## src/rtl/dmem_pkg.sv

```systemverilog
// Shared definitions for the data-memory arbiter: memOp encodings,
// arbiter state encoding and the op legality check.
package dmem_pkg;

  // Load encodings
  localparam logic [2:0] M_LB  = 3'd0;
  localparam logic [2:0] M_LH  = 3'd1;
  localparam logic [2:0] M_LW  = 3'd2;
  localparam logic [2:0] M_LBU = 3'd4;
  localparam logic [2:0] M_LHU = 3'd5;

  // Store aliases share the signed-load encodings
  localparam logic [2:0] M_SB = M_LB;
  localparam logic [2:0] M_SH = M_LH;
  localparam logic [2:0] M_SW = M_LW;

  typedef enum logic [1:0] {
    IDLE   = 2'd0,
    ACCESS = 2'd1,
    RESP   = 2'd2
  } arb_state_t;

  // Stores accept byte/half/word only; loads additionally accept unsigned forms.
  function automatic logic op_legal(input logic [2:0] op, input logic we);
    logic ok;
    ok = 1'b0;
    if (we) begin
      ok = (op == M_SB) || (op == M_SH) || (op == M_SW);
    end else begin
      ok = (op == M_LB) || (op == M_LH) || (op == M_LW) ||
           (op == M_LBU) || (op == M_LHU);
    end
    return ok;
  endfunction

endpackage

```

## src/rtl/dmem_arbiter_if.sv

```systemverilog
// Requester-side bus of the data-memory arbiter: per-port request fields
// plus the shared response.
interface dmem_arbiter_if #(
  parameter int NREQ = 2,
  parameter int AW   = 32,
  parameter int DW   = 32
);
  logic [NREQ-1:0] req;
  logic [NREQ-1:0] we;
  logic [AW-1:0]   addr  [NREQ];
  logic [DW-1:0]   wdata [NREQ];
  logic [2:0]      op    [NREQ];
  logic [NREQ-1:0] gnt;
  logic [NREQ-1:0] rvalid;
  logic [DW-1:0]   rdata;
  logic            rerr;

  modport master (
    output req, we, addr, wdata, op,
    input  gnt, rvalid, rdata, rerr
  );

  modport slave (
    input  req, we, addr, wdata, op,
    output gnt, rvalid, rdata, rerr
  );
endinterface

```

## src/rtl/dmem_arb_pick.sv

```systemverilog
// Combinational winner pick: scans requesters starting at ptr and returns
// the first asserted one as a one-hot vector (zero when nobody requests).
// The wrap of ptr+k relies on NREQ being a power of two.
module dmem_arb_pick #(
  parameter int NREQ = 2,
  parameter int PW   = 1
) (
  input  logic [NREQ-1:0] req,
  input  logic [PW-1:0]   ptr,
  output logic [NREQ-1:0] win
);

  logic [PW-1:0] idx;

  // First asserted request at or after ptr wins
  always_comb begin
    win = '0;
    idx = '0;
    for (int k = 0; k < NREQ; k++) begin
      idx = ptr + PW'(k);
      if (win == '0 && req[idx]) begin
        win[idx] = 1'b1;
      end
    end
  end

endmodule

```

## src/rtl/dmem_arbiter.sv

```systemverilog
// Two-requester arbiter and single-access sequencer for the data memory.
// IDLE/RESP arbitrate, ACCESS holds the latched request on the mem_* registers
// for one memory edge, RESP returns data or acknowledge to the owner.
// Build option: DMEM_ARB_RR_EN selects round-robin arbitration; when undefined,
// port 0 has fixed priority and no pointer register exists.
module dmem_arbiter
  import dmem_pkg::*;
#(
  parameter int NREQ = 2,
  parameter int AW   = 32,
  parameter int DW   = 32
) (
  input  logic          clk,
  input  logic          rst_n,
  dmem_arbiter_if.slave bus,
  output logic [AW-1:0] mem_addr,
  output logic [DW-1:0] mem_din,
  output logic [2:0]    mem_op,
  output logic          mem_we,
  input  logic [DW-1:0] mem_dout
);

  localparam int PW = (NREQ > 1) ? $clog2(NREQ) : 1;

  localparam logic [1:0] ST_IDLE   = IDLE;
  localparam logic [1:0] ST_ACCESS = ACCESS;
  localparam logic [1:0] ST_RESP   = RESP;

  logic [1:0]      state;
  logic [PW-1:0]   owner;
  logic [PW-1:0]   ptr;
  logic [PW-1:0]   win_idx;
  logic [NREQ-1:0] win;
  logic            arb_slot;
  logic            lat_we;
  logic            lat_legal;

  assign arb_slot = (state == ST_IDLE) || (state == ST_RESP);

  dmem_arb_pick #(
    .NREQ(NREQ),
    .PW  (PW)
  ) u_pick (
    .req(bus.req),
    .ptr(ptr),
    .win(win)
  );

  // Grant is only offered in an arbitration slot and never while reset is held
  assign bus.gnt = (arb_slot && rst_n) ? win : '0;

  // Encode the one-hot winner to a port index
  always_comb begin
    win_idx = '0;
    for (int i = 0; i < NREQ; i++) begin
      if (win[i]) win_idx = PW'(i);
    end
  end

`ifdef DMEM_ARB_RR_EN
  // Round-robin pointer: the port after the latest winner gets priority
  always_ff @(posedge clk or negedge rst_n) begin
    if (!rst_n) begin
      ptr <= '0;
    end else if (arb_slot && (|win)) begin
      ptr <= win_idx + 1'b1;
    end
  end
`else
  // Fixed priority: scanning always starts at port 0
  assign ptr = '0;
`endif

  // Sequencer FSM and request latch onto the registered memory inputs
  always_ff @(posedge clk or negedge rst_n) begin
    if (!rst_n) begin
      state     <= ST_IDLE;
      owner     <= '0;
      lat_we    <= 1'b0;
      lat_legal <= 1'b1;
      mem_addr  <= '0;
      mem_din   <= '0;
      mem_op    <= M_LW;
      mem_we    <= 1'b0;
    end else begin
      case (state)
        ST_IDLE, ST_RESP: begin
          if (|win) begin
            mem_addr  <= bus.addr[win_idx];
            mem_din   <= bus.wdata[win_idx];
            mem_op    <= bus.op[win_idx];
            mem_we    <= bus.we[win_idx] && op_legal(bus.op[win_idx], bus.we[win_idx]);
            lat_we    <= bus.we[win_idx];
            lat_legal <= op_legal(bus.op[win_idx], bus.we[win_idx]);
            owner     <= win_idx;
            state     <= ST_ACCESS;
          end else begin
            mem_we <= 1'b0;
            state  <= ST_IDLE;
          end
        end
        ST_ACCESS: begin
          // Write completes on this edge; the memory is idle during RESP
          mem_we <= 1'b0;
          state  <= ST_RESP;
        end
        default: begin
          mem_we <= 1'b0;
          state  <= ST_IDLE;
        end
      endcase
    end
  end

  // Response mux: only active in RESP, stores and illegal ops return zero data
  always_comb begin
    bus.rvalid = '0;
    bus.rdata  = '0;
    bus.rerr   = 1'b0;
    if (state == ST_RESP) begin
      bus.rvalid[owner] = 1'b1;
      bus.rerr          = !lat_legal;
      bus.rdata         = (lat_we || !lat_legal) ? '0 : mem_dout;
    end
  end

endmodule
```

## src/flat_wrapper.sv

```systemverilog
// flat-port wrapper written by rule: the top's interface ports become plain ports
module dmem_arbiter_flat import dmem_pkg::*;
#(
  parameter int NREQ = 2,
  parameter int AW   = 32,
  parameter int DW   = 32
)
  (clk, rst_n, mem_addr, mem_din, mem_op, mem_we, mem_dout, bus_req, bus_we, bus_addr, bus_wdata, bus_op, bus_gnt, bus_rvalid, bus_rdata, bus_rerr);
  dmem_arbiter_if #(.NREQ(NREQ), .AW(AW), .DW(DW)) bus_i ();
  input  logic clk;
  input  logic rst_n;
  output logic [AW-1:0] mem_addr;
  output logic [DW-1:0] mem_din;
  output logic [2:0] mem_op;
  output logic mem_we;
  input  logic [DW-1:0] mem_dout;
  input wire logic [$bits(bus_i.req)-1:0] bus_req;
  input wire logic [$bits(bus_i.we)-1:0] bus_we;
  input wire logic [$bits(bus_i.addr)-1:0] bus_addr;
  input wire logic [$bits(bus_i.wdata)-1:0] bus_wdata;
  input wire logic [$bits(bus_i.op)-1:0] bus_op;
  output wire logic [$bits(bus_i.gnt)-1:0] bus_gnt;
  output wire logic [$bits(bus_i.rvalid)-1:0] bus_rvalid;
  output wire logic [$bits(bus_i.rdata)-1:0] bus_rdata;
  output wire logic [$bits(bus_i.rerr)-1:0] bus_rerr;
  assign bus_i.req = bus_req;
  assign bus_i.we = bus_we;
  assign bus_i.addr = {>>{bus_addr}};
  assign bus_i.wdata = {>>{bus_wdata}};
  assign bus_i.op = {>>{bus_op}};
  assign bus_gnt = bus_i.gnt;
  assign bus_rvalid = bus_i.rvalid;
  assign bus_rdata = bus_i.rdata;
  assign bus_rerr = bus_i.rerr;
  dmem_arbiter #(.NREQ(NREQ), .AW(AW), .DW(DW)) u_core (.clk(clk), .rst_n(rst_n), .bus(bus_i), .mem_addr(mem_addr), .mem_din(mem_din), .mem_op(mem_op), .mem_we(mem_we), .mem_dout(mem_dout));
endmodule
```

## config.mk

```make
export PLATFORM = sky130hd
export DESIGN_NAME = dmem_arbiter_flat
export DESIGN_NICKNAME = d
export VERILOG_FILES = /design/src/rtl/dmem_pkg.sv /design/src/rtl/dmem_arbiter_if.sv /design/src/rtl/dmem_arb_pick.sv /design/src/rtl/dmem_arbiter.sv /design/src/flat_wrapper.sv
export SDC_FILE = /design/constraint.sdc
export NUM_CORES = 1
export LEC_CHECK = 0
export CAP_MARGIN = 25
export CELL_PAD_IN_SITES_DETAIL_PLACEMENT = 1
export CELL_PAD_IN_SITES_GLOBAL_PLACEMENT = 1
export CORE_UTILIZATION = 24
export DETAILED_ROUTE_END_ITERATION = 8
export PLACE_DENSITY_LB_ADDON = 0.1
export SETUP_SLACK_MARGIN = 0.3
export SYNTH_ARGS = -nofsm -noshare
export SYNTH_HDL_FRONTEND = slang
export SYNTH_SLANG_ARGS = --single-unit
```

## constraint.sdc

```tcl
create_clock -name clk -period 1.5 [get_ports clk]
set_input_delay 0.225 -clock clk [delete_from_list [all_inputs] [get_ports clk]]
set_output_delay 0.225 -clock clk [all_outputs]
set_load 0.05 [all_outputs]
```

After elaboration in Yosys (flattened, before gate mapping)
Cells that the tools add are included.
{"block": "op_classes", "order_cmp": 4, "n_eq_ne": 6, "muxes": 28, "bitwise": 1, "n_reduce_logical": 17}
{"cell": "2-to-1 mux 32 bit", "count": 8}
{"cell": "2-to-1 mux 1 bit", "count": 12}
{"cell": "2-to-1 mux 3 bit", "count": 3}
{"cell": "== test 3 bit, second input constant", "count": 2}
{"cell": "logical OR 1 bit", "count": 6}
{"cell": "2-to-1 mux 2 bit", "count": 3}
{"cell": "logical AND 1 bit", "count": 4}
{"cell": "logical NOT 2 bit", "count": 2}
{"cell": "less-than comparator 1 x 2 -> 1 bit, second input constant", "count": 2}
{"cell": "one-hot mux 2 bit (2 select lines)", "count": 1}
{"cell": "OR reduction 2 bit", "count": 2}
{"cell": "== test 3 x 1 -> 1 bit, second input constant", "count": 1}
{"cell": "== test 3 x 2 -> 1 bit, second input constant", "count": 1}
{"cell": "logical NOT 3 bit", "count": 1}
{"cell": "== test 2 x 1 -> 1 bit, second input constant", "count": 1}
{"cell": "== test 2 bit, second input constant", "count": 1}
{"cell": ">= comparator 2 bit, second input constant", "count": 1}
{"cell": "inverter 1 -> 2 bit", "count": 1}
{"cell": "AND reduction 2 bit", "count": 1}
{"cell": "demux 1 bit (select 1 bit)", "count": 1}
{"cell": ">= comparator 1 bit, second input constant", "count": 1}
{"cell": "logical NOT 1 bit", "count": 1}
{"block": "totals", "ff_bits": 73, "input_bits": 172}

Depth between registers and ports, before layout
{"block": "logic_depth", "depth_word": 20, "ltp_mapped": 6, "depth_no_buf": 4}

By module
Synthesis repeated with hierarchy kept, for this count alone.
{"block": "hier_totals", "hier_cells": 366, "area_unflattened_um2": 3674.8}
{"module": "dmem_arbiter", "n_inst": 1, "cells_per_inst": 363, "area_each_um2": 3656.0}
{"module": "dmem_arb_pick", "n_inst": 1, "cells_per_inst": 3, "area_each_um2": 18.8}

Least setup slack after synthesis
Ideal clock, no wire load.
{"block": "synth_path", "path_type": "input port to output port", "from": "input port bus_req[0]", "to": "output port bus_gnt[1]", "arrival_time_ns": 1.808, "setup_slack_ns": -0.533, "path_stages": 4, "path_buffers": 2, "cell_sequence": "nand2b_4 -> buf_12 -> buf_8 -> nor3b_1"}
{"block": "synth_between", "elab_chain_len": 5}
{"item": "start, declared", "line_no": "flat_wrapper.sv:17", "text": "input wire logic [$bits(bus_i.req)-1:0] bus_req;"}
{"item": "2-to-1 mux 1 bit", "line_no": "dmem_arb_pick.sv:21", "text": "if (win == '0 && req[idx]) begin"}
{"item": "logical NOT 2 bit", "line_no": "dmem_arb_pick.sv:21"}
{"item": "logical AND 1 bit", "line_no": "dmem_arb_pick.sv:21"}
{"item": "2-to-1 mux 2 bit", "line_no": "dmem_arb_pick.sv:21"}
{"item": "2-to-1 mux 2 bit", "line_no": "dmem_arbiter.sv:50", "text": "assign bus.gnt = (arb_slot && rst_n) ? win : '0;"}
{"item": "end, declared", "line_no": "flat_wrapper.sv:22", "text": "output wire logic [$bits(bus_i.gnt)-1:0] bus_gnt;"}
Every way passes these cells.

Worst setup path in the final report
{"block": "layout_path", "from": "register u_core.state[0]", "to": "output port bus_rdata[14]"}
{"block": "layout_between", "elab_chain_len": 2}
{"item": "start, declared", "line_no": "dmem_arbiter.sv:29", "text": "logic [1:0] state;"}
{"item": "start signal, assigned", "line_no": "dmem_arbiter.sv:77", "text": "state <= ST_IDLE;"}
{"item": "start signal, assigned", "line_no": "dmem_arbiter.sv:96", "text": "state <= ST_ACCESS;"}
{"item": "start signal, assigned", "line_no": "dmem_arbiter.sv:99", "text": "state <= ST_IDLE;"}
{"item": "== test 2 bit", "line_no": "dmem_arbiter.sv:120", "text": "if (state == ST_RESP) begin"}
{"item": "2-to-1 mux 32 bit", "line_no": "dmem_arbiter.sv:120"}
{"item": "end, declared", "line_no": "flat_wrapper.sv:24", "text": "output wire logic [$bits(bus_i.rdata)-1:0] bus_rdata;"}
Every way passes these cells.

==> summary.txt <==
Setup path
  • Reg2reg start: u_core.state[0]
  • R2R depth: 10
  • R2R Path End: u_core.mem_din[11]
  • CP Class: flop to primary output
  • R2r setup slk: -0.17 ns
  • CP endpoint kind: primary output
  • WP data arrival: 1.67 ns
  • Setup crit end: bus_rdata[14]
  • Critical path origin: u_core.state[0]
  • Req. time, crit path: 1.27 ns
  • Crit Path Max Fanout: 16
  • Worst setup SP type: flop

Power
  • Pwr/cell area: 1110 nW/µm²
  • Sw Pwr: 3740 µW
  • Flop pwr share: 0.267
  • VDD IR max: 0.000644 V
  • Logic pwr share: 0.484
  • Sw frac: 0.381
  • Clock share of power: 0.249
  • Leakage dissipation: 0.00417 µW
  • Int Pwr: 6070 µW

Die
  • # rows: 45
  • Height of the die: 126 µm
  • DIE AREA: 15900 µm²
  • Io pins: 277
  • Starting Density: 0.245
  • Core ar.: 15100 µm²
  • Die width: 126 µm

Status
  • Failing checks: setup timing
  • Status: finished, violations left

GRT
  • Global-route wire length before repair: 25600 µm
  • Tot GR Track Use: 0.212
  • Largest net degree at the start of global routing: 71
  • Vias in the first global route: 4348
  • Initial antenna violation count: 0
  • Gr ovfl total: 0

Drt
  • Post-Route WL: 17000 µm
  • Remaining antenna violation count: 0
  • Via/cell ratio: 4.53
  • Remaining DRCs: 0
  • Routed via count: 4001
  • Initial DRC Count: 97
  • WL/cell: 19.2 µm
  • 1st-pass router iterations: 4

Placement
  • Dpl hpwl: 10700 µm
  • GP Congestion: 0.731
  • # port buffers: 276
  • Pre-CTS setup slack: -0.200 ns

Clock network
  • Clk sinks: 73
  • Max Buffers Root-to-Sink: 2
  • H-tree depth: 3
  • Clock transition at path regs: 0.06 ns
  • Clk_lat worst skew: 0.33 ns
  • CTS root buf: clkbuf_16
  • TritonCTS clock tree: yes
  • Inserted Clock Buffers: 9

STA
  • RSZ-0062 raised after global routing: true
  • # setup viols final: 95
  • Fmax: 0.528 GHz
  • Count of final hold-check violations: 0
  • Final setup margin: -0.392 ns
  • Clk_skew: 0.00492 ns
  • Final Cycle Share: 1.26
  • Min Hold Slack: 0.347 ns
  • Worst-margin pin slew: 0.393 ns
  • Fin crit period: 1.89 ns
  • Relative slew slack: 0.734
  • Slew Limit Fails: 0

Synthesis
  • Mapped Cells: 358
  • Yosys Warn Count: 0
  • Synth Cell Area: 3710 µm²
  • Area contributors post-synth: dfrtp_1 48%, mux2i_1 18%, o21ai_0 8.8%, nand2_1 7.0%, and2_1 5.4%
  • Sequential area share after synthesis: 0.493
  • EDFF count, synth: 0
  • Syn_nets: 530
  • Synth cell types: 31
  • Number of synthesized register bits: 73
  • Cell taking the most area after synthesis: dfrtp_1
  • Post-synth top area share: 0.479
  • Primary FF master, synth: dfrtp_1
  • Syn avg cell area: 10.4 µm²
  • Post-synth ARST share: 1.00

Run
  • Max_cap viols: 0

Layout
  • Share of layout cells above drive strength 1: 0.449
  • Most frequent cells in the layout: 168 x clkdlybuf4s50_1, 76 x buf_4, 71 x dfrtp_1, 63 x mux2i_1, 59 x buf_12
  • Commonest non-fill, non-tap cell in the layout: clkdlybuf4s50_1
  • N_diodes: 0
  • Area Growth Syn to Fin: 139%
  • Util after Layout: 0.586
  • Nets: 862

Hold path
  • Worst hold path class: primary input to asynchronous set/reset pin
[cells by family after synthesis]
family          after synthesis  synth area share
compound gates               74             0.103
mux                          68             0.184
buf+inv                      28            0.0685
flops                        73             0.493
simple gates                115             0.151
[stage by stage]
step / setup TNS (ns) / std cells / total power, µW / cell area [µm²]
after floorplan: 0 / 358 / 4690 / 3820
after global placement: -9.30 / 811 / 6290 / 7060
after detailed placement: -11.23 / 811 / 6360 / 7060
after CTS: -11.27 / 874 / 9700 / 8640
after global routing: -22.94 / 883 / 10200 / 8870
final: -16.81 / 883 / 9810 / 8870
[sequential cells by signal, summed over array words and instances, names as in the netlist]
signal / flops
u_core.state: 2
u_core.mem_din: 32
u_core.mem_addr: 32
u_core.owner: 1
u_core.lat_we: 1
u_core.mem_op: 3
u_core.lat_legal: 1
u_core.mem_we: 1
[area by class of cell]
cell class                 instances  area, µm²
fill                            1543       6270
timing repair buffer             346       4350
multi-input combinational        258       2110
sequential                        73       1830
clock buffer                      11        253
tap                              188        235
clock inverter                     5       85.1
inverter                           2       12.5
[routing by layer]
layer  GRT usage  part of all wire  vias to the layer above
li1            -                 -                     1902
met1       0.255              0.41                     1957
met2       0.380              0.52                      132
met3      0.0612             0.063                       10
met4      0.0340            0.0054                        0
met5           0                 0                        -
[power by group through the flow]
stage	Combinational [µW]	Sequential (µW)	Clock, µW
6_report	4750	2620	2440
5_1_grt	4960	2670	2600
4_1_cts	4600	2610	2500
3_5_place_dp	3750	2610	0
3_3_place_gp	3690	2600	0
2_1_floorplan	878	3810	0
[critical path, stage by stage, from the launching register on]
cell and delay, ns:
dfrtp_1 0.38, nand2b_4 0.16, nor3b_4 0.18, buf_4 0.16
clkbuf_16 0.17, and2_4 0.15, buf_12 0.13
[worst min-delay path by stage]
stage	from	end	slack [ns]	cells after the start
3_3_place_gp	rst_n	u_core.state[0]	0.06	1
3_5_place_dp	rst_n	u_core.owner	0.06	1
6_report	rst_n	u_core.owner	0.35	2
5_1_grt	rst_n	u_core.owner	0.35	2
2_1_floorplan	rst_n	u_core.lat_we	-0.07	0
4_1_cts	rst_n	u_core.state[0]	0.35	2
[Yosys cell counts, types with 2 or more instances]
master,number
buf_12,2
buf_6,5
clkbuf_2,3
mux2i_1,68
dfstp_2,2
clkbuf_1,6
a21oi_1,2
inv_1,2
nand2_1,69
dfrtp_1,71
o21ai_0,65
buf_8,6
buf_2,3
and2_1,32
o21ai_1,2
nor2_1,5
[timing repair]
action                                 CTS  global route
setup endpoints to repair              108           111
hold buffers                             2             0
buffers inserted                        22             7
resized for setup                      135            35
pin swaps                               27             8
endpoints found under the hold margin    3             0
cloned                                  23             2
Power figures use the tool's default switching activity.
